[src/rtl/motoro3_pkg.sv]
// Purpose: shared step-band, request and phase-FSM definitions for the motoro3 gate driver.
// Latency: none, declarations and one combinational helper only.
// Backpressure: none.
package motoro3_pkg;

   // Step code the step generator emits when a phase is parked.
   localparam logic [3:0] STEP_IDLE = 4'hE;

   typedef enum logic [1:0] {
      BAND_HIGH  = 2'd0,
      BAND_LOW   = 2'd1,
      BAND_FLOAT = 2'd2,
      BAND_NONE  = 2'd3
   } band_t;

   typedef enum logic [1:0] {
      PH_OFF  = 2'd0,
      PH_DEAD = 2'd1,
      PH_HI   = 2'd2,
      PH_LO   = 2'd3
   } ph_state_t;

   typedef enum logic [1:0] {
      REQ_OFF = 2'd0,
      REQ_H   = 2'd1,
      REQ_L   = 2'd2
   } req_t;

   // Steps 0..3 drive the high band, 4..7 the low band, 8..11 float;
   // anything else (idle code included) or an inactive interface is no band.
   function automatic band_t step_band(input logic [3:0] step, input logic active);
      band_t b;
      b = BAND_NONE;
      if (active && step != STEP_IDLE) begin
         if (step < 4'd4)       b = BAND_HIGH;
         else if (step < 4'd8)  b = BAND_LOW;
         else if (step < 4'd12) b = BAND_FLOAT;
      end
      return b;
   endfunction

endpackage

[src/rtl/motoro3_phase_gate.sv]
// Purpose: one inverter leg: band decode, OFF/DEAD/HI/LO FSM and dead-time counter.
// Latency: request to gate-on DEAD_CYC+1 falling edges; request OFF or stop drops gates on the next edge.
// Backpressure: none; requests are levels re-evaluated every cycle.
module motoro3_phase_gate
   import motoro3_pkg::*;
#(
   parameter int DEAD_CYC = 10
) (
   input  logic       clk,
   input  logic       nRst,
   input  logic [3:0] step,
   input  logic       active,
   input  logic       stop,
   input  logic       pwm_on,
   output logic       gate_h,
   output logic       gate_l
);

   localparam int              DC_W        = (DEAD_CYC > 1) ? $clog2(DEAD_CYC) : 1;
   localparam logic [DC_W-1:0] DEAD_RELOAD = DC_W'(DEAD_CYC - 1);

   ph_state_t       state, state_nxt;
   logic [DC_W-1:0] dcnt, dcnt_nxt;
   req_t            req;

   // Translate the step band into a gate request; high band is complementary PWM.
   always_comb begin
      req = REQ_OFF;
      case (step_band(step, active))
         BAND_HIGH: req = pwm_on ? REQ_H : REQ_L;
         BAND_LOW:  req = REQ_L;
         default:   req = REQ_OFF;
      endcase
   end

   // Next state: any turn-on passes through DEAD; DEAD runs to completion once started.
   always_comb begin
      state_nxt = state;
      dcnt_nxt  = dcnt;
      if (stop) begin
         state_nxt = PH_OFF;
      end else begin
         case (state)
            PH_OFF: begin
               if (req != REQ_OFF) begin
                  state_nxt = PH_DEAD;
                  dcnt_nxt  = DEAD_RELOAD;
               end
            end
            PH_HI: begin
               if (req == REQ_L) begin
                  state_nxt = PH_DEAD;
                  dcnt_nxt  = DEAD_RELOAD;
               end else if (req == REQ_OFF) begin
                  state_nxt = PH_OFF;
               end
            end
            PH_LO: begin
               if (req == REQ_H) begin
                  state_nxt = PH_DEAD;
                  dcnt_nxt  = DEAD_RELOAD;
               end else if (req == REQ_OFF) begin
                  state_nxt = PH_OFF;
               end
            end
            default: begin
               if (dcnt == '0) begin
                  case (req)
                     REQ_H:   state_nxt = PH_HI;
                     REQ_L:   state_nxt = PH_LO;
                     default: state_nxt = PH_OFF;
                  endcase
               end else begin
                  dcnt_nxt = dcnt - DC_W'(1);
               end
            end
         endcase
      end
   end

   // State, counter and gates register together so gates always equal the current state.
   always_ff @(negedge clk or negedge nRst) begin
      if (!nRst) begin
         state  <= PH_OFF;
         dcnt   <= '0;
         gate_h <= 1'b0;
         gate_l <= 1'b0;
      end else begin
         state  <= state_nxt;
         dcnt   <= dcnt_nxt;
         gate_h <= (state_nxt == PH_HI);
         gate_l <= (state_nxt == PH_LO);
      end
   end

endmodule

[src/rtl/motoro3_gate_driver.sv]
// Purpose: 3-phase gate driver: shared PWM carrier and duty latch feeding three phase legs.
// Latency: step/duty to gate-on DEAD_CYC+1 falling edges; stop and request-OFF act on the next edge.
// Backpressure: none; duty is only taken at carrier wrap, steps are levels.
module motoro3_gate_driver
   import motoro3_pkg::*;
#(
   parameter int PWM_PERIOD = 500,
   parameter int DEAD_CYC   = 10,
   parameter int DUTY_W     = 9
) (
   input  logic              clk,
   input  logic              nRst,
   input  logic [3:0]        m3stepA,
   input  logic [3:0]        m3stepB,
   input  logic [3:0]        m3stepC,
   input  logic              pwmActive1,
   input  logic              m3stop,
   input  logic [DUTY_W-1:0] duty,
   output logic              gAH,
   output logic              gAL,
   output logic              gBH,
   output logic              gBL,
   output logic              gCH,
   output logic              gCL,
   output logic              carrierWrap
);

   // Wide enough to hold PWM_PERIOD itself, which is the 100 % duty value.
   localparam int CNT_W = $clog2(PWM_PERIOD + 1);

   if (DEAD_CYC < 1) begin : g_bad_dead
      $error("motoro3_gate_driver: DEAD_CYC must be at least 1");
   end
   if ((2 ** DUTY_W) < PWM_PERIOD) begin : g_bad_duty_w
      $error("motoro3_gate_driver: DUTY_W too narrow for PWM_PERIOD");
   end

   logic [CNT_W-1:0] carrier, duty_q, duty_clamped;
   logic             at_end, pwm_on;

   assign at_end = (carrier == CNT_W'(PWM_PERIOD - 1));
   assign pwm_on = (carrier < duty_q);

   // Saturate oversized duty requests to a full period.
   always_comb begin
      duty_clamped = CNT_W'(duty);
      if (32'(duty) >= PWM_PERIOD) duty_clamped = CNT_W'(PWM_PERIOD);
   end

   // Free-running carrier; duty latches on the last count so it applies from carrier 0.
   always_ff @(negedge clk or negedge nRst) begin
      if (!nRst) begin
         carrier     <= '0;
         duty_q      <= '0;
         carrierWrap <= 1'b0;
      end else begin
         carrier     <= at_end ? '0 : carrier + CNT_W'(1);
         carrierWrap <= at_end;
         if (at_end) duty_q <= duty_clamped;
      end
   end

   motoro3_phase_gate #(.DEAD_CYC(DEAD_CYC)) u_phase_a (
      .clk(clk), .nRst(nRst), .step(m3stepA), .active(pwmActive1), .stop(m3stop),
      .pwm_on(pwm_on), .gate_h(gAH), .gate_l(gAL)
   );

   motoro3_phase_gate #(.DEAD_CYC(DEAD_CYC)) u_phase_b (
      .clk(clk), .nRst(nRst), .step(m3stepB), .active(pwmActive1), .stop(m3stop),
      .pwm_on(pwm_on), .gate_h(gBH), .gate_l(gBL)
   );

   motoro3_phase_gate #(.DEAD_CYC(DEAD_CYC)) u_phase_c (
      .clk(clk), .nRst(nRst), .step(m3stepC), .active(pwmActive1), .stop(m3stop),
      .pwm_on(pwm_on), .gate_h(gCH), .gate_l(gCL)
   );

endmodule

[config.mk]
export PLATFORM = sky130hd
export DESIGN_NAME = motoro3_gate_driver
export DESIGN_NICKNAME = d
export VERILOG_FILES = /design/src/rtl/motoro3_pkg.sv /design/src/rtl/motoro3_phase_gate.sv /design/src/rtl/motoro3_gate_driver.sv
export SDC_FILE = /design/constraint.sdc
export NUM_CORES = 1
export LEC_CHECK = 0
export ABC_AREA = 1
export CORE_UTILIZATION = 50
export DETAILED_ROUTE_END_ITERATION = 10
export GPL_TIMING_DRIVEN = 0
export PLACE_DENSITY = 0.73
export SYNTH_ARGS = -nofsm -noshare
export SYNTH_HDL_FRONTEND = slang
export SYNTH_SLANG_ARGS = --single-unit
[constraint.sdc]
create_clock -name clk -period 2.9 [get_ports clk]
set_input_delay 0.58 -clock clk [delete_from_list [all_inputs] [get_ports clk]]
set_output_delay 0.58 -clock clk [all_outputs]
set_load 0.02 [all_outputs]
==> metrics.csv <==
metric,value,unit
critPathLaunchType,flip-flop,
hp-class,reg2reg,
fin_tns_setup,0,ns
syn_area,2580,µm²
routedWlPerCell,11.6,µm
core.rowCount,25,
rsz0062_at_grt,no,
p_seq_frac,0.496,
initial_utilization,0.532,
r2r_start,carrier[4],
num_antenna_cells,0,
path_delay_family,flip-flops,
ys_ff_latch,43,
cp_cell_sequence,buf_2,
p_int,957,µW
critPathBufInv,1,
rr_worst_depth,11,
grt_remaining_overflow,0,
syn_to_final_growth,21.2,%
pwr-share-clk,0.270,
critPathSlowestCell,dfrtn_1,
cp_num_cells,1,
fp.dieW,73.8,µm
netlist_instances,327,
synth.distinct_cells,31,
cts_num_sinks,43,
setup.worst_path.class,reg2out,
cp_data_required_time,2.32,ns
core_area,4850,µm²
finalSetupViolCount,0,
hpwlAfterDp,3820,µm
routed_wl,5060,µm
die_h,73.8,µm
drc,0,
nNetsFinal,407,
yosys-top-cells-area,"dfrtn_1 (42%), nand2_1 (12%), inv_1 (8.0%)",
postCtsHoldBufs,0,
critPathMaxFanout,1,
swShare,0.315,
leakage,1.67,nW
synth_area_per_cell,7.89,µm²
vias,2123,
arrival,2.29,ns
placed_area,2960,µm²
critPathCaptureType,output pin,
routabilityCongestion,0.843,
antenna_found_initial,0,
clkLatencyLatePin,0.30,ns
final_area,3130,µm²
io_buffer_count,25,
clkTransAtPathRegs,0.06,ns
drv_cap,0,
cts_tree,done,
grt_max_degree,31,
grt_pass1_vias,2011,
ant_nets,0,
vias_per_cell,4.88,
cts_buffer_depth,2,
h-tree-depth,2,
drtIter0Drc,95,
grtUsageTotal,0.213,
r2r_slack,0.90,ns
dieArea,5450,µm²
finalMaxSlewViolations,0,
slew_headroom,0.762,
p_per_area,447,nW/µm²
synth_top_area_share,0.417,
cpPeakStageDelay,0.39,ns
cp-endpoint,gCH,
grt_pass1_wl,8840,µm
irDropWorstVdd,286,µV
syn_nets,367,
worst_clock_skew,0.00541,ns
pwr-share-comb,0.233,
worst-slew-pin-transition,0.357,ns
cts_buffers,5,
drive_above_1_share,0.215,
yosys.area.top_type,dfrtn_1,
status,"finished, final reports clean",
io_pins,32,
rr_endpoint,u_phase_a.dcnt[1],
dr.pass1.iters,4,
hold_viol,0,
yosys_warnings,0,
p_sw,441,µW
cts_root_buf,clkbuf_8,
crit_path_start,u_phase_c.gate_h,
yosysSeqAreaShare,0.417,
## logic make-up (layout without fill, tap and decap cells)
| group | count (synthesis) | after routing | share of synthesized area |
|---|---|---|---|
| fa+ha+maj | 15 | 15 | 0.0728 |
| flops | 43 | 43 | 0.417 |
| buf+inv | 60 | 101 | 0.0878 |
| simple gates | 179 | 179 | 0.338 |
| xor+xnor | 2 | 2 | 0.00679 |
| compound gates | 28 | 28 | 0.0776 |
## Yosys cell counts, drive strengths merged
cell / n
o21ai: 12
xor2: 2
a22o: 1
ha: 15
nand3: 38
nor2: 29
or2: 7
nor3b: 1
nand4: 9
inv: 59
o2111ai: 1
dfrtn: 43
nor3: 3
buf: 1
nand3b: 1
a21oi: 14
and2: 1
nand2: 90
## worst register-to-register path, delay by kind of cell, from the launching register on
family | cells | cell delay [ns]
and+or+nand+nor | 8 | 0.81
DFF | 1 | 0.52
adders and majority gates | 1 | 0.29
AOI/OAI and AO/OA | 1 | 0.20
buffers and inverters | 1 | 0.04
## sequential cells by signal (all words and copies together), names as in the netlist
signal,count
u_phase_a.state,2
u_phase_c.dcnt,4
u_phase_b.state,2
u_phase_a.gate_l,1
duty_q,9
u_phase_b.gate_l,1
u_phase_b.dcnt,4
u_phase_b.gate_h,1
carrierWrap,1
carrier,9
u_phase_c.state,2
u_phase_c.gate_l,1
u_phase_a.gate_h,1
u_phase_c.gate_h,1
u_phase_a.dcnt,4
## per-layer routing
metal | GRT usage | routed length (µm) | vias up
met5 | 0 | 0 | -
met4 | 0.0513 | 32 | 0
met3 | 0.0494 | 190 | 5
met2 | 0.348 | 2360 | 40
met1 | 0.287 | 2470 | 965
li1 | - | - | 1113
## power by group through the flow
stage | Combinational [mW] | Clock, mW | Sequential, mW
2_1_floorplan | 0.219 | 0 | 0.695
3_3_place_gp | 0.294 | 0 | 0.702
3_5_place_dp | 0.307 | 0 | 0.703
4_1_cts | 0.317 | 0.388 | 0.693
5_1_grt | 0.375 | 0.411 | 0.701
6_report | 0.326 | 0.378 | 0.694
## placed cells by master, fill, tap and decap left out, drive strengths merged, types with 2 or more instances in the layout
cell and count:
inv 59, nand4 9, clkdlybuf4s50 6, nand3 38, dlygate4sd2 4, ha 15
dfrtn 43, a21oi 14, or2 7, buf 19, nand2 90, dlymetal6s2s 2
o21ai 12, nor2 29, clkbuf 8, xor2 2, nor3 3
## layout make-up
cell class,count,area [µm²]
Fill cell,417,1720
Multi-Input combinational cell,224,1370
Sequential cell,43,1080
Timing Repair Buffer,33,279
Inverter,59,229
Tap cell,67,83.8
Clock buffer,6,72.6
Clock inverter,2,12.5
Buffer,1,5.00
## through the flow
stage | power [mW] | worst slack [ns] | hold slack, ns | instances | utilization
2_1_floorplan | 0.915 | -0.0214 | 0.379 | 327 | -
3_3_place_gp | 0.996 | -1.24 | 0.399 | 419 | 0.607
3_5_place_dp | 1.01 | -0.713 | 0.403 | 420 | 0.610
4_1_cts | 1.40 | -0.0488 | 0.405 | 434 | 0.629
5_1_grt | 1.49 | 0.00512 | 0.445 | 435 | 0.645
6_report | 1.40 | 0.0269 | 0.410 | 435 | 0.645
## timing repair
action                                  CTS  global route
setup buffers                             6             1
pin swaps                                 5            12
resized for setup                        47            29
endpoints found under the hold margin     0             0
endpoints found under the setup margin   32            24
## how the worst min path moves through the flow
stage               slack (ns)          to       start  cells after the start
CTS                       0.41  carrier[0]  carrier[0]                      1
global placement          0.40  carrier[0]  carrier[0]                      1
detailed placement        0.40  carrier[0]  carrier[0]                      1
global route              0.45  carrier[0]  carrier[0]                      1
finish                    0.41  carrier[0]  carrier[0]                      1
floorplan                 0.38  carrier[0]  carrier[0]                      1
Power figures use the tool's default switching activity.
